[src/rtl/fp_cmp_pkg.sv]
// Shared types and helpers for the sequential FP magnitude comparator.
// The operand is walked one byte per cycle, so the byte width lives here.
package fp_cmp_pkg;

    localparam int BYTE_W = 8;

    typedef enum logic [1:0] {
        IDLE = 2'd0,
        CMP  = 2'd1,
        DONE = 2'd2
    } state_e;

    // All-ones mask.  Optionally the operand MSB (the FP sign bit) is cleared.
    function automatic logic [63:0] sign_mask(input int nbytes, input bit mask_sign);
        logic [63:0] m;
        m = '1;
        if (mask_sign) begin
            m[nbytes*BYTE_W-1] = 1'b0;
        end
        return m;
    endfunction

endpackage

[src/rtl/fp_byte_cmp.sv]
// Combinational unsigned 8-bit comparator; equal is implied when neither flag is set.
module fp_byte_cmp
    import fp_cmp_pkg::*;
(
    input  logic [BYTE_W-1:0] a_i,
    input  logic [BYTE_W-1:0] b_i,
    output logic              less_o,
    output logic              greater_o
);

    assign less_o    = (a_i < b_i);
    assign greater_o = (a_i > b_i);

endmodule

[src/rtl/fp_mag_cmp_seq.sv]
// Multi-cycle |A| vs |B| comparator: one shared byte comparator walks the
// captured operands MSB byte first, with optional early exit on the first difference.
module fp_mag_cmp_seq
    import fp_cmp_pkg::*;
#(
    parameter int NUM_BYTES  = 4,
    parameter int EARLY_EXIT = 1,
    parameter int MASK_SIGN  = 1
) (
    input  logic                             i_clk,
    input  logic                             i_rst_n,
    input  logic                             i_valid,
    output logic                             o_ready,
    input  logic [8*NUM_BYTES-1:0]           i_data_a,
    input  logic [8*NUM_BYTES-1:0]           i_data_b,
    output logic                             o_valid,
    input  logic                             i_ready,
    output logic                             o_less,
    output logic                             o_equal,
    output logic [$clog2(NUM_BYTES+1)-1:0]   o_bytes_used,
    output logic [1:0]                       o_dbg_state
);

    localparam int W     = BYTE_W * NUM_BYTES;
    localparam int IDX_W = $clog2(NUM_BYTES);
    localparam int CNT_W = $clog2(NUM_BYTES + 1);
    localparam logic [W-1:0] MASK = W'(sign_mask(NUM_BYTES, MASK_SIGN != 0));

    state_e              state_q, state_d;
    logic [W-1:0]        a_q, a_d;
    logic [W-1:0]        b_q, b_d;
    logic [IDX_W-1:0]    idx_q, idx_d;
    logic                decided_q, decided_d;
    logic                less_q, less_d;
    logic                equal_q, equal_d;
    logic [CNT_W-1:0]    used_q, used_d;

    logic [NUM_BYTES-1:0][BYTE_W-1:0] a_bytes;
    logic [NUM_BYTES-1:0][BYTE_W-1:0] b_bytes;
    logic                less_b;
    logic                greater_b;
    logic                byte_ne;
    logic                cmp_exit;

    assign a_bytes = a_q;
    assign b_bytes = b_q;

    fp_byte_cmp u_byte_cmp (
        .a_i       (a_bytes[idx_q]),
        .b_i       (b_bytes[idx_q]),
        .less_o    (less_b),
        .greater_o (greater_b)
    );

    assign byte_ne  = less_b | greater_b;
    assign cmp_exit = ((EARLY_EXIT != 0) && byte_ne) || (idx_q == '0);

    // State register
    always_ff @(posedge i_clk) begin
        if (!i_rst_n) begin
            state_q <= IDLE;
        end else begin
            state_q <= state_d;
        end
    end

    // Next-state logic
    always_comb begin
        state_d = state_q;
        unique case (state_q)
            IDLE:    if (i_valid) state_d = CMP;
            CMP:     if (cmp_exit) state_d = DONE;
            DONE:    if (i_ready) state_d = IDLE;
            default: state_d = IDLE;
        endcase
    end

    // Output logic
    always_comb begin
        o_ready     = (state_q == IDLE) && i_rst_n;
        o_valid     = (state_q == DONE);
        o_dbg_state = state_q;
    end

    // Datapath next values; result registers only move in CMP, so DONE holds them.
    always_comb begin
        a_d       = a_q;
        b_d       = b_q;
        idx_d     = idx_q;
        decided_d = decided_q;
        less_d    = less_q;
        equal_d   = equal_q;
        used_d    = used_q;
        unique case (state_q)
            IDLE: begin
                if (i_valid) begin
                    a_d       = i_data_a & MASK;
                    b_d       = i_data_b & MASK;
                    idx_d     = IDX_W'(NUM_BYTES - 1);
                    decided_d = 1'b0;
                end
            end
            CMP: begin
                if (byte_ne && !decided_q) begin
                    less_d    = less_b;
                    equal_d   = 1'b0;
                    decided_d = 1'b1;
                end
                if (cmp_exit) begin
                    used_d = CNT_W'(NUM_BYTES - int'(idx_q));
                    if (!decided_q && !byte_ne) begin
                        less_d  = 1'b0;
                        equal_d = 1'b1;
                    end
                end else begin
                    idx_d = idx_q - IDX_W'(1);
                end
            end
            default: ;
        endcase
    end

    always_ff @(posedge i_clk) begin
        if (!i_rst_n) begin
            a_q       <= '0;
            b_q       <= '0;
            idx_q     <= '0;
            decided_q <= 1'b0;
            less_q    <= 1'b0;
            equal_q   <= 1'b0;
            used_q    <= '0;
        end else begin
            a_q       <= a_d;
            b_q       <= b_d;
            idx_q     <= idx_d;
            decided_q <= decided_d;
            less_q    <= less_d;
            equal_q   <= equal_d;
            used_q    <= used_d;
        end
    end

    assign o_less       = less_q;
    assign o_equal      = equal_q;
    assign o_bytes_used = used_q;

endmodule

[config.mk]
export PLATFORM = sky130hd
export DESIGN_NAME = fp_mag_cmp_seq
export DESIGN_NICKNAME = d
export VERILOG_FILES = /design/src/rtl/fp_cmp_pkg.sv /design/src/rtl/fp_byte_cmp.sv /design/src/rtl/fp_mag_cmp_seq.sv
export SDC_FILE = /design/constraint.sdc
export NUM_CORES = 1
export LEC_CHECK = 0
export CORE_UTILIZATION = 54
export DETAILED_ROUTE_END_ITERATION = 8
export PLACE_DENSITY = 0.84
export SYNTH_ARGS = -nofsm -noshare
export SYNTH_HDL_FRONTEND = slang
export SYNTH_SLANG_ARGS = --single-unit
[constraint.sdc]
create_clock -name i_clk -period 7.7 [get_ports i_clk]
set_input_delay 1.54 -clock i_clk [delete_from_list [all_inputs] [get_ports i_clk]]
set_output_delay 1.54 -clock i_clk [all_outputs]
set_load 0.02 [all_outputs]
==> reports/results.ini, run 1 <==
[sta]
setup_tns_ps = 0
final_hold_viol_count = 0
fmax_ghz = 0.219
max_slew.worst_pin.slew_ps = 1160
timing.hold.ws_ps = 452
finalCriticalPeriod_ps = 4560
fin_skew_ps = 9.76
slew_headroom_pct = 22.4
finalSetupViolations = 0
drv_slew = 0
finalCritPeriodShare_pct = 59.2
rsz0062_at_grt = false

[synthesis]
synth_area_leader_cell = dfxtp_1
async_flop_share_pct = 0
seq_area_frac_synth_pct = 43.2
syn_area_sq_um = 3330
yosys_register_bits = 72
synth.area.top_cells = dfxtp_1, nand2_1, mux4_2, a21boi_0, a21boi_1
synthFlopType = dfxtp_1
synthTopCellsByCount = nand2_1, dfxtp_1, a21boi_0
yosysMostFrequentCell = nand2_1
ys_warn_count = 0
synth_edf_count = 0
syn_nets = 449
synthCells = 372
synthDistinctLibCells = 35
synth_top_area_share_pct = 43.2
synth.avg_cell_area_sq_um = 8.96

[detailed_routing]
first_pass_iters = 4
vias = 2766
ant_nets = 0
drcViolationCount = 0
drtIter0Drc = 181
drt-total-wl_um = 7350
via_per_inst = 5.39
routedWlPerCell_um = 14.3

[floorplan]
dieWidth_um = 80.6
rows = 28
core_area_sq_um = 5920
pin_count = 77
dieHeight_um = 80.6
floorplan.initialDensity_pct = 56.3
die_area_sq_um = 6490

[worst_setup_path]
critPathMaxStageDelay_ps = 630
worstSetupStartpointType = primary input
cp_max_fo = 77
cp_cell_sequence = buf_2 -> buf_4 -> nor3b_1 -> clkdlybuf4s50_1
critPathArrivalTime_ps = 3020
slowest_stage = clkdlybuf4s50_1
cp.required_ps = 6160
path_class = in2out
critPathCaptureType = output port

[cells_and_area]
final_area_sq_um = 4260
drive_gt1_share_pct = 8.68
diodes = 0
synthToLayoutAreaGrowth_pct = 27.7
postLayoutCoreUtil_pct = 71.9
finalNetCount = 511
fillers = 462

[place]
io_buffer_count = 74
dp_hpwl_um = 4830
gp_congestion = 0.791
place_area_sq_um = 4070

[clock_network]
post-cts-setup-buffers = 0
cts_root_buffer = clkbuf_8
numCtsBuffers = 9
cts_sinks = 72
ctsResizeCount = 0
cts.clk_slew.worst_paths_ps = 70
ctsHoldBuffers = 0
clock_path_buffers = 2
clock_latency_ps = 350
htreeDepth = 3
cts_tree = built

[run_status]
outcome = finished, final reports clean

[global_routing]
grt-ovfl-total = 0
antenna_found_initial = 0
grt_max_degree = 78
grt_pass1_vias = 2537
grt_pass1_wl_um = 11600
grt_usage_pct = 24.2

[pwr]
max-vdd-ir-drop_v = 0.000149
leakagePower_nw = 1.61
p_per_area_nw_per_um2 = 216

[flow_run]
maxCapViolations = 0

[worst_hold_path]
hold_path.class = reg2reg

where the power goes:
part / switching [mW] / total, mW / internal (mW) / leakage, nW
Sequential: 0.0205 / 0.421 / 0.401 / 0.591
Clock: 0.134 / 0.290 / 0.156 / 0.0925
Combinational: 0.104 / 0.207 / 0.103 / 0.924
Total: 0.258 / 0.918 / 0.660 / 1.61
critical path: cells and delay by family:
| family | cells | cell delay, ps |
|---|---|---|
| buf+inv | 3 | 1190 |
| simple gates | 1 | 250 |
state kept, by name, indices dropped and copies added, names as in the netlist, named ones only:
| register | count |
|---|---|
| o_bytes_used | 3 |
| a_bytes | 31 |
| decided_q | 1 |
| o_dbg_state | 2 |
| idx_q | 2 |
| b_bytes | 31 |
cell type report:
cell class / instances / area (sq um) / share of cell area (%)
multi-input cells: 265 / 1750 / 41.0
clock inverters: 3 / 42.5 / 0.999
well taps: 75 / 93.8 / 2.20
clock buffers: 12 / 145 / 3.41
flip-flops and latches: 72 / 1440 / 33.9
repair buffers: 76 / 751 / 17.6
inverters: 10 / 37.5 / 0.882
routing by layer:
layer / GRT usage [%] / share of wire [%] / vias up
met1: 31.2 / 44 / 1305
met4: 10.2 / 2.5 / 0
met5: 0 / 0 / -
li1: - / - / 1373
met3: 5.57 / 4.2 / 17
met2: 38.7 / 49 / 71
cell usage in the layout, fill, tap and decap left out, types with 5 or more instances in the layout:
master           netlist  final
a21boi_1              27     27
inv_1                 10     10
dfxtp_1               72     72
clkdlybuf4s50_1        0     73
mux2i_1                5      5
a21boi_0              37     37
clkbuf_8               0     10
nand2_1              136    135
mux4_2                14     14
ha_1                   9      9
stage by stage:
stage               std cells  setup slack [ps]  power (mW)
floorplan                 372              3830       0.563
global placement          498              3150       0.625
CTS                       513              3160       0.922
detailed placement        498              3170       0.633
global route              513              3070       0.959
finish                    513              3140       0.918
path summary, 6_finish.rpt:
check	slack [ps]	cells after the start	start	endpoint
max	3140	4	i_rst_n	o_ready
min	450	2	b_bytes[0]	b_bytes[0]
max reg2reg	4760	8	idx_q[1]	idx_q[0]
min reg2reg	450	2	b_bytes[0]	b_bytes[0]
logic make-up (layout without fill, tap and decap cells):
family / after synthesis / in the layout / synth area share, %
compound gates: 81 / 81 / 18.7
fa+ha+maj: 9 / 9 / 3.38
simple gates: 156 / 156 / 19.2
mux: 19 / 19 / 11.0
buf+inv: 35 / 101 / 4.50
flops: 72 / 72 / 43.2
Note: power is estimated with default switching activity, not from simulation.
==> inputs of run 2 (changes only) <==
CORE_UTILIZATION = 50   (was 54)
PLACE_DENSITY = 0.79   (was 0.84)
clock period = 4.2 ns   (was 7.7 ns; I/O delays follow)
==> reports/results.ini, run 2 (synthesis results as in run 1) <==
[detailed_routing]
via_per_inst = 5.23  ; -2.9%
drcViolationCount = 0  ; unchanged
routedWlPerCell_um = 13.7  ; -4.6%
first_pass_iters = 4  ; unchanged
vias = 2706  ; -2.2%
ant_nets = 0  ; unchanged
drtIter0Drc = 162  ; -10%
drt-total-wl_um = 7070  ; -3.9%

[global_routing]
antenna_found_initial = 0  ; unchanged
grt_pass1_vias = 2560  ; +0.91%
grt_usage_pct = 21.8  ; -2.4 points
grt_pass1_wl_um = 11900  ; +2.5%
grt-ovfl-total = 0  ; unchanged
grt_max_degree = 77  ; -1.3%

[worst_setup_path]
critPathMaxStageDelay_ps = 870  ; +240 ps
worstSetupStartpointType = register
critPathCaptureType = register
r2r_slack_ps = 1110  ; -3650 ps
cp_common_cell = o211a_1
r2r_cells = 8  ; unchanged
cp.required_ps = 4430  ; -1730 ps
cp_cell_sequence = buf_4 -> mux4_2 -> inv_1 -> ha_1 -> o211a_1 -> o31ai_4 -> o21ai_1 -> o211a_1
path_class = reg2reg
slowest_stage = dfxtp_1
r2r_start = idx_q[0]
crit_path_start = idx_q[0]
crit_end = idx_q[0]
critPathArrivalTime_ps = 3320  ; +300 ps
reg2reg_to = idx_q[0]
cp_max_fo = 13  ; -83%

[clock_network]
ctsHoldBuffers = 0  ; unchanged
htreeDepth = 3  ; unchanged
post-cts-setup-buffers = 0  ; unchanged
cts_tree = built
clock_path_buffers = 2  ; unchanged
ctsResizeCount = 0  ; unchanged
cts.clk_slew.worst_paths_ps = 70  ; about the same
numCtsBuffers = 9  ; unchanged
cts_root_buffer = clkbuf_8
cts_sinks = 72  ; unchanged
clock_latency_ps = 340  ; about the same

[cells_and_area]
layout_common_cells = nand2_1, clkdlybuf4s50_1, dfxtp_1, a21boi_0, a21boi_1
diodes = 0  ; unchanged
multi_input_area_sq_um = 1750  ; unchanged
register_area_sq_um = 1440  ; unchanged
final_area_sq_um = 4230  ; -0.53%
finalNetCount = 513  ; +0.39%
fillers = 544  ; +18%
synthToLayoutAreaGrowth_pct = 27.0
drive_gt1_share_pct = 8.41  ; -0.27 points
mostFrequentLayoutCell = nand2_1

[place]
dp_hpwl_um = 4920  ; +1.9%
place_area_sq_um = 4090  ; +0.43%
gp_congestion = 0.761  ; -3.8%
io_buffer_count = 74  ; unchanged

[sta]
finalCriticalPeriod_ps = 3090
finalSetupViolations = 0  ; unchanged
slew_headroom_pct = 40.2  ; +18 points
finalCritPeriodShare_pct = 73.5
drv_slew = 0  ; unchanged
rsz0062_at_grt = false
fmax_ghz = 0.324
max_slew.worst_pin.slew_ps = 896  ; -264 ps
final_hold_viol_count = 0  ; unchanged
fin_skew_ps = 5.63  ; -4.13 ps
setup_tns_ps = 0  ; unchanged

[pwr]
p_switching_mw = 0.458  ; +77%
leakagePower_nw = 1.60  ; -0.52%
p_int_mw = 1.14  ; +72%
p_per_area_nw_per_um2 = 376  ; +74%
combPwrFrac_pct = 23.2  ; +0.7 points
power.clock.fraction_pct = 28.0  ; -3.6 points
netSwitchingFraction_pct = 28.8  ; +0.61 points
max-vdd-ir-drop_v = 0.000204  ; +37%
seqPwrFrac_pct = 48.8  ; +2.9 points
power_mw = 1.59  ; +74%

[flow_run]
maxCapViolations = 0  ; unchanged

[worst_hold_path]
hold_depth = 2  ; unchanged
hold_path.class = reg2reg

[floorplan]
dieHeight_um = 83.6  ; +3.8%
dieWidth_um = 83.6  ; +3.8%
core_area_sq_um = 6390  ; +7.9%
floorplan.initialDensity_pct = 52.2  ; -4.1 points
pin_count = 77  ; unchanged
die_area_sq_um = 7000  ; +7.8%
rows = 29  ; +3.6%

[run_status]
outcome = finished, final reports clean

[run 2: metal layers]
| layer | vias to the layer above | wire length (um) | track usage [%] |
|---|---|---|---|
| met1 | 1252 | 3250 | 28.5 |
| met3 | 10 | 383 | 5.04 |
| met4 | 0 | 124 | 9.86 |
| li1 | 1377 | - | - |
| met5 | - | 0 | 0 |
| met2 | 67 | 3310 | 34.3 |
[run 2: worst max-delay path, delay by kind of cell (launching register included)]
kind	cells	cell delay [ps]
adder cells (fa/ha/maj)	1	260
flip-flops	1	870
AO/OA/AOI/OAI	4	890
multiplexers	1	540
buffers and inverters	2	430
[run 2: cell type report]
class	count	share of cell area (%)
multi-input combinational	265	41.2
clock inverter	1	0.118
timing repair buffer	78	18.1
inverter	10	0.887
tap	77	2.28
clock buffer	14	3.37
sequential	72	34.0
[run 2: per-stage QoR]
step	instances	utilization, %	hold WS, ps	setup slack [ps]
after floorplan	372	-	432	1570
after global placement	502	64.0	439	1130
after detailed placement	502	64.0	443	1040
after CTS	517	66.3	453	1020
after global routing	517	66.3	470	882
final	517	66.3	452	1110
[run 2: how the worst min path moves through the flow]
stage / from / end / slack [ps]
5_1_grt: a_bytes[24] / a_bytes[24] / 470
3_5_place_dp: a_bytes[21] / a_bytes[21] / 440
4_1_cts: a_bytes[21] / a_bytes[21] / 450
2_1_floorplan: a_bytes[18] / a_bytes[18] / 430
6_report: a_bytes[21] / a_bytes[21] / 450
3_3_place_gp: a_bytes[21] / a_bytes[21] / 440
[run 2: power by group through the flow]
stage	clock network (mW)	registers (mW)	logic, mW
after floorplan	0	0.775	0.256
after global placement	0	0.791	0.360
after detailed placement	0	0.794	0.370
after CTS	0.453	0.779	0.372
after global routing	0.483	0.785	0.406
final	0.446	0.778	0.370
